File: src/rtl/fetch_next_pc_unit_pkg.sv
// Shared fetch-stage types: PC, BTB entry view, 2-bit direction counter.
// Used by fetch_next_pc_unit and branch_target_buffer.
package fetch_next_pc_unit_pkg;

   typedef logic [31:0] pc_t;

   localparam pc_t RESET_VECTOR_DEFAULT = 32'h0000_0000;

   typedef logic [1:0] counter_t;

   localparam counter_t STRONG_NT = 2'b00;
   localparam counter_t WEAK_NT   = 2'b01;
   localparam counter_t WEAK_T    = 2'b10;
   localparam counter_t STRONG_T  = 2'b11;

   // Tag is held zero-extended to the widest possible tag (1 BTB entry per word index bit).
   typedef struct packed {
      logic        valid;
      logic [29:0] tag;
      pc_t         target;
   } btb_entry_t;

   function automatic counter_t counter_next(input counter_t cnt, input logic taken);
      if (taken) begin
         return (cnt == STRONG_T) ? STRONG_T : cnt + 2'b01;
      end
      return (cnt == STRONG_NT) ? STRONG_NT : cnt - 2'b01;
   endfunction

endpackage

File: src/rtl/fetch_next_pc_unit_btb.sv
// Direct-mapped branch target buffer with 2-bit saturating direction counters.
// Lookup is combinational on the fetch PC; updates land on the next rising edge.
module branch_target_buffer
   import fetch_next_pc_unit_pkg::*;
#(
   parameter int ENTRY_NUM = 64
) (
   input  logic        clk,
   input  logic        rst,
   input  logic [31:0] i_lookup_pc,
   output logic        o_hit,
   output logic [31:0] o_target,
   input  logic        i_update_en,
   input  logic [31:0] i_update_pc,
   input  logic        i_update_taken,
   input  logic [31:0] i_update_target
);

   localparam int INDEX_WIDTH = $clog2(ENTRY_NUM);
   localparam int TAG_WIDTH   = 30 - INDEX_WIDTH;

   typedef logic [INDEX_WIDTH-1:0] index_t;
   typedef logic [TAG_WIDTH-1:0]   tag_t;

   logic [ENTRY_NUM-1:0] r_valid;
   counter_t             r_counter [ENTRY_NUM];
   tag_t                 r_tag     [ENTRY_NUM];
   logic [29:0]          r_target  [ENTRY_NUM];

   index_t     w_rd_idx;
   tag_t       w_rd_tag;
   index_t     w_wr_idx;
   tag_t       w_wr_tag;
   btb_entry_t w_rd_entry;
   counter_t   w_rd_counter;
   logic       w_wr_hit;
   logic       w_unused_bits;

   assign w_rd_idx = i_lookup_pc[INDEX_WIDTH+1:2];
   assign w_rd_tag = i_lookup_pc[31:INDEX_WIDTH+2];
   assign w_wr_idx = i_update_pc[INDEX_WIDTH+1:2];
   assign w_wr_tag = i_update_pc[31:INDEX_WIDTH+2];

   assign w_rd_entry = '{valid:  r_valid[w_rd_idx],
                         tag:    30'(r_tag[w_rd_idx]),
                         target: {r_target[w_rd_idx], 2'b00}};
   assign w_rd_counter = r_counter[w_rd_idx];

   // Taken prediction needs a valid matching entry whose counter sits in the upper half.
   assign o_hit    = w_rd_entry.valid && (w_rd_entry.tag == 30'(w_rd_tag)) && w_rd_counter[1];
   assign o_target = w_rd_entry.target;

   assign w_wr_hit = r_valid[w_wr_idx] && (r_tag[w_wr_idx] == w_wr_tag);

   always_ff @(posedge clk or posedge rst) begin
      if (rst) begin
         r_valid <= '0;
         for (int i = 0; i < ENTRY_NUM; i++) begin
            r_counter[i] <= WEAK_NT;
         end
      end else if (i_update_en) begin
         if (w_wr_hit) begin
            r_counter[w_wr_idx] <= counter_next(r_counter[w_wr_idx], i_update_taken);
         end else if (i_update_taken) begin
            r_valid[w_wr_idx]   <= 1'b1;
            r_counter[w_wr_idx] <= WEAK_T;
         end
      end
   end

   // NOTE: tag/target arrays are plain storage with no reset; r_valid alone decides whether they are meaningful.
   always_ff @(posedge clk) begin
      if (i_update_en && i_update_taken) begin
         r_tag[w_wr_idx]    <= w_wr_tag;
         r_target[w_wr_idx] <= i_update_target[31:2];
      end
   end

   assign w_unused_bits = ^{i_lookup_pc[1:0], i_update_pc[1:0], i_update_target[1:0]};

endmodule

File: src/rtl/fetch_next_pc_unit.sv
// Fetch PC register and next-PC select (redirect > stall > prediction).
// Branch prediction via branch_target_buffer is built only when BTB_PREDICT_EN is defined.
module fetch_next_pc_unit
   import fetch_next_pc_unit_pkg::*;
#(
   parameter int  ENTRY_NUM    = 64,
   parameter pc_t RESET_VECTOR = RESET_VECTOR_DEFAULT
) (
   input  logic        clk,
   input  logic        rst,
   input  logic        stall,
   input  logic        isBranchPredictMiss,
   input  logic [31:0] redirectPc,
   input  logic        updateEnable,
   input  logic [31:0] updatePc,
   input  logic        updateTaken,
   input  logic [31:0] updateTarget,
   output logic [31:0] pc,
   output logic [31:0] predictedNextPC,
   output logic        isBranchTakenPredicted
);

   pc_t  r_pc;
   pc_t  w_seq_pc;
   pc_t  w_btb_target;
   logic w_btb_hit;
   logic w_unused_bits;

   assign w_seq_pc = r_pc + 32'd4;

`ifdef BTB_PREDICT_EN
   branch_target_buffer #(
      .ENTRY_NUM(ENTRY_NUM)
   ) u_btb (
      .clk             (clk),
      .rst             (rst),
      .i_lookup_pc     (r_pc),
      .o_hit           (w_btb_hit),
      .o_target        (w_btb_target),
      .i_update_en     (updateEnable),
      .i_update_pc     (updatePc),
      .i_update_taken  (updateTaken),
      .i_update_target (updateTarget)
   );

   assign w_unused_bits = ^{redirectPc[1:0]};
`else
   assign w_btb_hit     = 1'b0;
   assign w_btb_target  = '0;
   assign w_unused_bits = ^{redirectPc[1:0], updateEnable, updatePc, updateTaken,
                            updateTarget, 32'(ENTRY_NUM)};
`endif

   assign predictedNextPC        = w_btb_hit ? w_btb_target : w_seq_pc;
   assign isBranchTakenPredicted = w_btb_hit;
   assign pc                     = r_pc;

   // NOTE: state registers use non-blocking assignment so every reader sees the pre-edge value.
   always_ff @(posedge clk or posedge rst) begin
      if (rst) begin
         r_pc <= RESET_VECTOR;
      end else if (isBranchPredictMiss) begin
         r_pc <= {redirectPc[31:2], 2'b00};
      end else if (!stall) begin
         r_pc <= predictedNextPC;
      end
   end

endmodule
File: config.mk
export PLATFORM = sky130hd
export DESIGN_NAME = fetch_next_pc_unit
export DESIGN_NICKNAME = d
export VERILOG_FILES = /design/src/rtl/fetch_next_pc_unit_pkg.sv /design/src/rtl/fetch_next_pc_unit_btb.sv /design/src/rtl/fetch_next_pc_unit.sv
export SDC_FILE = /design/constraint.sdc
export NUM_CORES = 1
export LEC_CHECK = 0
export ABC_AREA = 1
export CORE_UTILIZATION = 39
export DETAILED_ROUTE_END_ITERATION = 16
export PLACE_DENSITY = 0.9
export SETUP_SLACK_MARGIN = 0.2
export SKIP_LAST_GASP = 1
export SYNTH_ARGS = -nofsm -noshare
export SYNTH_HDL_FRONTEND = slang
export SYNTH_SLANG_ARGS = --single-unit
export TNS_END_PERCENT = 5
File: constraint.sdc
create_clock -name clk -period 2.9 [get_ports clk]
set_clock_uncertainty 0.05 [all_clocks]
set_input_delay 0.58 -clock clk [delete_from_list [all_inputs] [get_ports clk]]
set_output_delay 0.58 -clock clk [all_outputs]
set_load 0.03 [all_outputs]
==> results of run 1 <==
## layout by cell type, fill, tap and decap left out, types with 3 or more instances in the layout
master	synthesis	final
nand2_1	154	154
clkdlybuf4s50_1	0	86
inv_1	57	57
dfrtp_1	30	30
nor2_1	30	29
nand3_1	18	18
o21ai_0	13	13
nor2_4	8	8
a22o_1	8	8
xor2_1	7	7
xor2_2	7	7
nand2_2	6	6
conb_1	1	5
clkbuf_8	0	5
dlygate4sd2_1	0	5
o211ai_1	4	4
buf_4	5	4
nor2_2	2	3
nor2_8	3	3
## power by group through the flow
stage | Clock (W) | Combinational (W) | Sequential [W]
floorplan | 0 | 0.000300 | 0.000614
global placement | 0 | 0.000647 | 0.000536
detailed placement | 0 | 0.000660 | 0.000538
CTS | 0.000432 | 0.000658 | 0.000531
global route | 0.000446 | 0.000697 | 0.000540
finish | 0.000419 | 0.000654 | 0.000532
## per-layer routing
metal | global-route usage (%) | vias to the layer above | part of all wire, %
met5 | 0 | - | 0
met4 | 6.96 | 0 | 1.2
met3 | 3.37 | 9 | 6.1
met2 | 38.9 | 92 | 51
met1 | 26.1 | 1217 | 41
li1 | - | 1284 | -
## critical path: cells and delay by family, from the launching register on
kind                     cells  cell delay, ps
buffers and inverters        1             690
AND/OR/NAND/NOR              4             530
flip-flops                   1             440
adder cells (fa/ha/maj)      1             240
XOR/XNOR                     1             160
## final cells by class
| cell class | count | share of cell area, % |
|---|---|---|
| clock buffers | 5 | 1.93 |
| repair buffers | 98 | 27.5 |
| inverters | 58 | 6.11 |
| clock inverters | 3 | 1.12 |
| flip-flops and latches | 30 | 21.1 |
| multi-input cells | 271 | 39.6 |
| well taps | 75 | 2.64 |
## logic make-up (layout without fill, tap and decap cells)
group	Yosys count	in the layout
buf+inv	71	164
flops	30	30
other cells	1	5
simple gates	224	224
xor+xnor	15	15
compound gates	26	26
fa+ha+maj	1	1
## path summary, 6_finish.rpt
path / startpoint / end / slack, ps / cells past startpoint
min in group asynchronous: rst / pc[4] / 630 / 3
setup reg to reg: pc[3] / pc[20] / 1210 / 10
hold / removal: pc[3] / pc[3] / 560 / 2
hold reg to reg: pc[3] / pc[3] / 560 / 2
setup / recovery: pc[3] / predictedNextPC[14] / -70 / 7
max in group asynchronous: rst / pc[16] / 1870 / 3
## what timing repair did
item                       in CTS  in global routing
setup endpoints to repair      24                 25
gates resized for setup         5                  2
hold buffers                    0                  0
## through the flow
stage	area, sq um	total power (W)
floorplan	2450	0.000914
finish	3560	0.00161
detailed placement	3450	0.00120
global placement	3450	0.00118
CTS	3560	0.00162
global route	3560	0.00168
==> reports/qor.yml, run 1 <==
global_route:
  grt_use_total_pct: 21.6
  antenna_found_initial: 0
  grt_overflow: 0
  grt_max_degree: 31
  grt_pass1_vias: 2382
  grt_pass1_wl_mm: 10.9
route:
  ant_nets: 0
  wl_per_cell_um: 12.8
  vias: 2602
  drt_pass1_iterations: 4
  first_iter_violations: 149
  routed_wl_mm: 6.91
  via_per_inst: 4.82
  drc: 0
power:
  clockPowerShare_pct: 26.1
  power_density_nw_per_um2: 451
  pwr-share-comb_pct: 40.8
  p_sw_share_pct: 39.0
  ir_drop_v: 0.000225
  p_int_w: 0.000979
  p_sw_w: 0.000626
  pwr-share-seq_pct: 33.1
  leakagePower_nw: 1.77
placed_design:
  globalplace.congestion: 0.883
  pre_cts_ws_ps: 222
  dp_hpwl_mm: 5.44
  portBuffers: 93
  placed_cells: 532
clock_network:
  clk_pin_slew_ps: 70
  cts.path.max_buffers: 2
  clock_latency_ps: 280
  cts_tree: "built"
  cts.sinks: 30
  post_cts_buffers: 0
  numCtsBuffers: 5
  root_buffer: "clkbuf_8"
  cts-htree-levels: 2
worst_setup_path:
  path_max_fanout: 5
  cp.arrival_ps: 2340
  critPathMaxStageDelay_ps: 690
  path_class: "flop to output pin"
  startpoint_type: "flop"
  worstPathRequired_ps: 2270
  path_cells: "ha_1 > nand2_2 > nor2_8 > nand2_8 > nor2_4 > xor2_2 > clkdlybuf4s50_1"
  end_kind: "output pin"
  slowest_stage: "clkdlybuf4s50_1"
logic_synthesis:
  synth-main-ff-cell: "dfrtp_1"
  synth_seq_cells: 30
  ys_async_sr_fraction_pct: 100
  synth_mux_area_share_pct: 0
  ys_seq_area_share_pct: 30.9
  yosysMostFrequentCell: "nand2_1"
  synthCells: 368
  yosys.area.top_type: "dfrtp_1"
  synth_compound_area_share_pct: 7.15
  synth_top_family_by_area: "simple AND/OR/NAND/NOR gates"
  synth-xor-area-share_pct: 7.56
  yosys_warnings: 0
  synth_cell_types: 25
  synth_area_per_cell_sq_um: 6.61
  synth_edf_count: 0
  ys_top_cells_by_count: "nand2_1, inv_1, dfrtp_1, nor2_1, nand3_1"
  synth-simple-area-share_pct: 41.9
  synthTopCellsByArea: "dfrtp_1, nand2_1, inv_1, xor2_2, nor2_1"
  syn_area_sq_um: 2430
  synth_adder_area_share_pct: 0.514
  synth_top_cell_area_share_pct: 30.9
timing:
  grt_setup_unrepaired: "true"
  worst_slew_pin_slew_ps: 545
  min_period_ps: 2970
  slew_headroom_pct: 63.6
  slew_violations: 0
  final_hold_viol_count: 0
  fmax_mhz: 336
  worst_slack_ps: -72.4
  fin_crit_sh_pct: 102
  setup_viol: 3
  fin_tns_setup_ps: -207
  hold_ws_ps: 556
final_layout:
  final_util_pct: 59.8
  largest_reg_flops: 30
  nNetsFinal: 567
  synthToLayoutAreaGrowth_pct: 46.4
  regArea_sq_um: 751
  fillers: 565
  fin_cells: 540
  diodes: 0
  multi_input_area_sq_um: 1410
  drive_gt1_share_pct: 9.25
status:
  violations: "setup timing"
  status: "finished, violations left"
run:
  maxCapViolations: 0
floorplanning:
  placeableCoreArea_sq_um: 5960
  io_pins: 167
  fp.dieH_um: 81.0
  initial_utilization_pct: 40.8
  die-area_sq_um: 6560
  rows: 28
  fp.dieW_um: 81.0
hold_path:
  holdCritPathClass: "flop to flop"
(Power assumes the default switching activity.)
==> run 2: changes to the inputs <==
--- a/config.mk
+++ b/config.mk
@@ -7,9 +7,9 @@
 export LEC_CHECK = 0
 export ABC_AREA = 1
 export CORE_UTILIZATION = 39
+export CTS_CLUSTER_DIAMETER = 80
 export DETAILED_ROUTE_END_ITERATION = 16
 export PLACE_DENSITY = 0.9
-export SETUP_SLACK_MARGIN = 0.2
 export SKIP_LAST_GASP = 1
 export SYNTH_ARGS = -nofsm -noshare
 export SYNTH_HDL_FRONTEND = slang
==> run 2 against run 1 <==
Compared with the run above: the run still ends with setup timing left; die area unchanged; wire length is 0.23% lower; sequential power barely moved; register-to-register slack about the same; first-iteration DRC count shrank 13%; critical path type unchanged.
==> reports/qor.yml, run 2 (same netlist as run 1, synthesis figures left out) <==
timing:
  setup_viol: 8  # +5
  slew_headroom_pct: 63.7  # about the same
  grt_setup_unrepaired: "true"
  slew_violations: 0  # unchanged
  final_hold_viol_count: 0  # unchanged
  worst_slew_pin_slew_ps: 544  # -0.786 ps
  fmax_mhz: 335  # -0.56%
  min_period_ps: 2990  # +16.8 ps
  fin_crit_sh_pct: 103  # +0.58 points
  worst_slack_ps: -89.1  # -16.8 ps
  fin_tns_setup_ps: -622  # -415 ps
route:
  via_per_inst: 4.81  # -0.23%
  first_iter_violations: 129  # -13%
  wl_per_cell_um: 12.8  # -0.23%
  drt_pass1_iterations: 5  # +1
  ant_nets: 0  # unchanged
  drc: 0  # unchanged
  vias: 2596  # -0.23%
  routed_wl_mm: 6.89  # -0.23%
final_layout:
  multi_input_area_sq_um: 1410  # unchanged
  fillers: 563  # -0.35%
  diodes: 0  # unchanged
  synthToLayoutAreaGrowth_pct: 46.5  # about the same
  nNetsFinal: 567  # unchanged
  final_common_cell: "nand2_1"
  regArea_sq_um: 751  # unchanged
  largest_reg_flops: 30  # unchanged
  final_cell_mix: "nand2_1, clkdlybuf4s50_1, inv_1"
  drive_gt1_share_pct: 9.25  # unchanged
  final_util_pct: 59.8  # about the same
  fin_cells: 540  # unchanged
status:
  violations: "setup timing"
  status: "finished, violations left"
power:
  finalPower_w: 0.00161  # +0.53%
  ir_drop_v: 0.000226  # +0.63%
  leakagePower_nw: 1.75  # -1.1%
  power_density_nw_per_um2: 453  # +0.46%
floorplanning:
  io_pins: 167  # unchanged
  placeableCoreArea_sq_um: 5960  # unchanged
  rows: 28  # unchanged
  fp.dieH_um: 81.0  # unchanged
  fp.dieW_um: 81.0  # unchanged
  die-area_sq_um: 6560  # unchanged
  initial_utilization_pct: 40.8  # unchanged
placed_design:
  portBuffers: 93  # unchanged
  globalplace.congestion: 0.883  # unchanged
  placed_cells: 532  # unchanged
  pre_cts_ws_ps: 222  # unchanged
  dp_hpwl_mm: 5.44  # unchanged
worst_setup_path:
  path_max_fanout: 5  # unchanged
  path_class: "flop to output pin"
  rr_worst_depth: 10  # unchanged
  regToRegStartpoint: "pc[3]"
  r2r_setup_slack_ps: 1210  # about the same
  startpoint_type: "flop"
  worstPathRequired_ps: 2270  # about the same
  cp.arrival_ps: 2360  # +20 ps
  end_kind: "output pin"
  rr_endpoint: "pc[20]"
clock_network:
  ctsResizeCount: 1  # -4
  clock_latency_ps: 290  # about the same
  cts_tree: "built"
  root_buffer: "clkbuf_8"
  cts-htree-levels: 2  # unchanged
  cts.sinks: 30  # unchanged
  cts_hold_buffers: 0  # unchanged
  numCtsBuffers: 5  # unchanged
  clk_pin_slew_ps: 70  # about the same
  post_cts_buffers: 0  # unchanged
  cts.path.max_buffers: 2  # unchanged
global_route:
  grt_overflow: 0  # unchanged
  grt_pass1_vias: 2386  # +0.17%
  grt_pass1_wl_mm: 10.9  # +0.13%
  antenna_found_initial: 0  # unchanged
  grt_max_degree: 31  # unchanged
  grt_use_total_pct: 21.6  # +0.024 points
hold_path:
  whs_endpoint: "pc[3]"
  worstHoldStart: "pc[3]"
  min_path_cells: 2  # unchanged
  holdCritPathClass: "flop to flop"
run:
  maxCapViolations: 0  # unchanged
-- run 2: cell types whose count changed in the layout (fill, tap and decap cells not counted), sizes merged --
cell | previous run | this run
dlymetal6s2s | 2 | 1
clkdlybuf4s50 | 86 | 91
dlygate4sd2 | 5 | 1
-- run 2: per-layer routing --
layer  GRT usage (%)  part of all wire [%]  wire (um)  vias to the layer above
met5               0                     0          0                        -
met4            6.96                   1.6        109                        0
met3            3.37                   5.5        377                       12
met2            38.9                    50       3460                       90
met1            26.2                    43       2950                     1211
li1                -                     -          -                     1283
-- run 2: report_power, final --
group	switching (W)	total [W]	internal, W
clock	0.000171	0.000423	0.000253
sequential	0.0000694	0.000532	0.000462
combinational	0.000390	0.000659	0.000269
total	0.000630	0.00161	0.000984
-- run 2: through the flow --
stage | hold WS, ps | cell area [sq um]
detailed placement | 531 | 3450
global route | 600 | 3560
finish | 554 | 3560
global placement | 529 | 3450
floorplan | 621 | 2450
CTS | 546 | 3560
-- run 2: critical path, stage by stage, from the launching register on --
cell,delay (ps)
dfrtp_1,430
ha_1,240
nand2_2,110
nor2_8,160
nand2_8,100
nor2_8,140
nand3_1,80
nand2_1,130
clkdlybuf4s50_1,680
-- run 2: final cells by class --
type / count / share of cell area [%]
clock buffer: 5 / 1.93
clock inverter: 3 / 1.12
inverter: 58 / 6.11
multi-input combinational: 271 / 39.6
sequential: 30 / 21.1
tap: 75 / 2.63
timing repair buffer: 98 / 27.6
-- run 2: worst max path at each step --
stage	end	start	slack (ps)
floorplan	predictedNextPC[11]	pc[2]	530
global placement	predictedNextPC[16]	pc[3]	250
global route	predictedNextPC[18]	pc[3]	-190
detailed placement	predictedNextPC[16]	pc[3]	220
CTS	predictedNextPC[24]	pc[3]	-80
finish	predictedNextPC[20]	pc[3]	-90
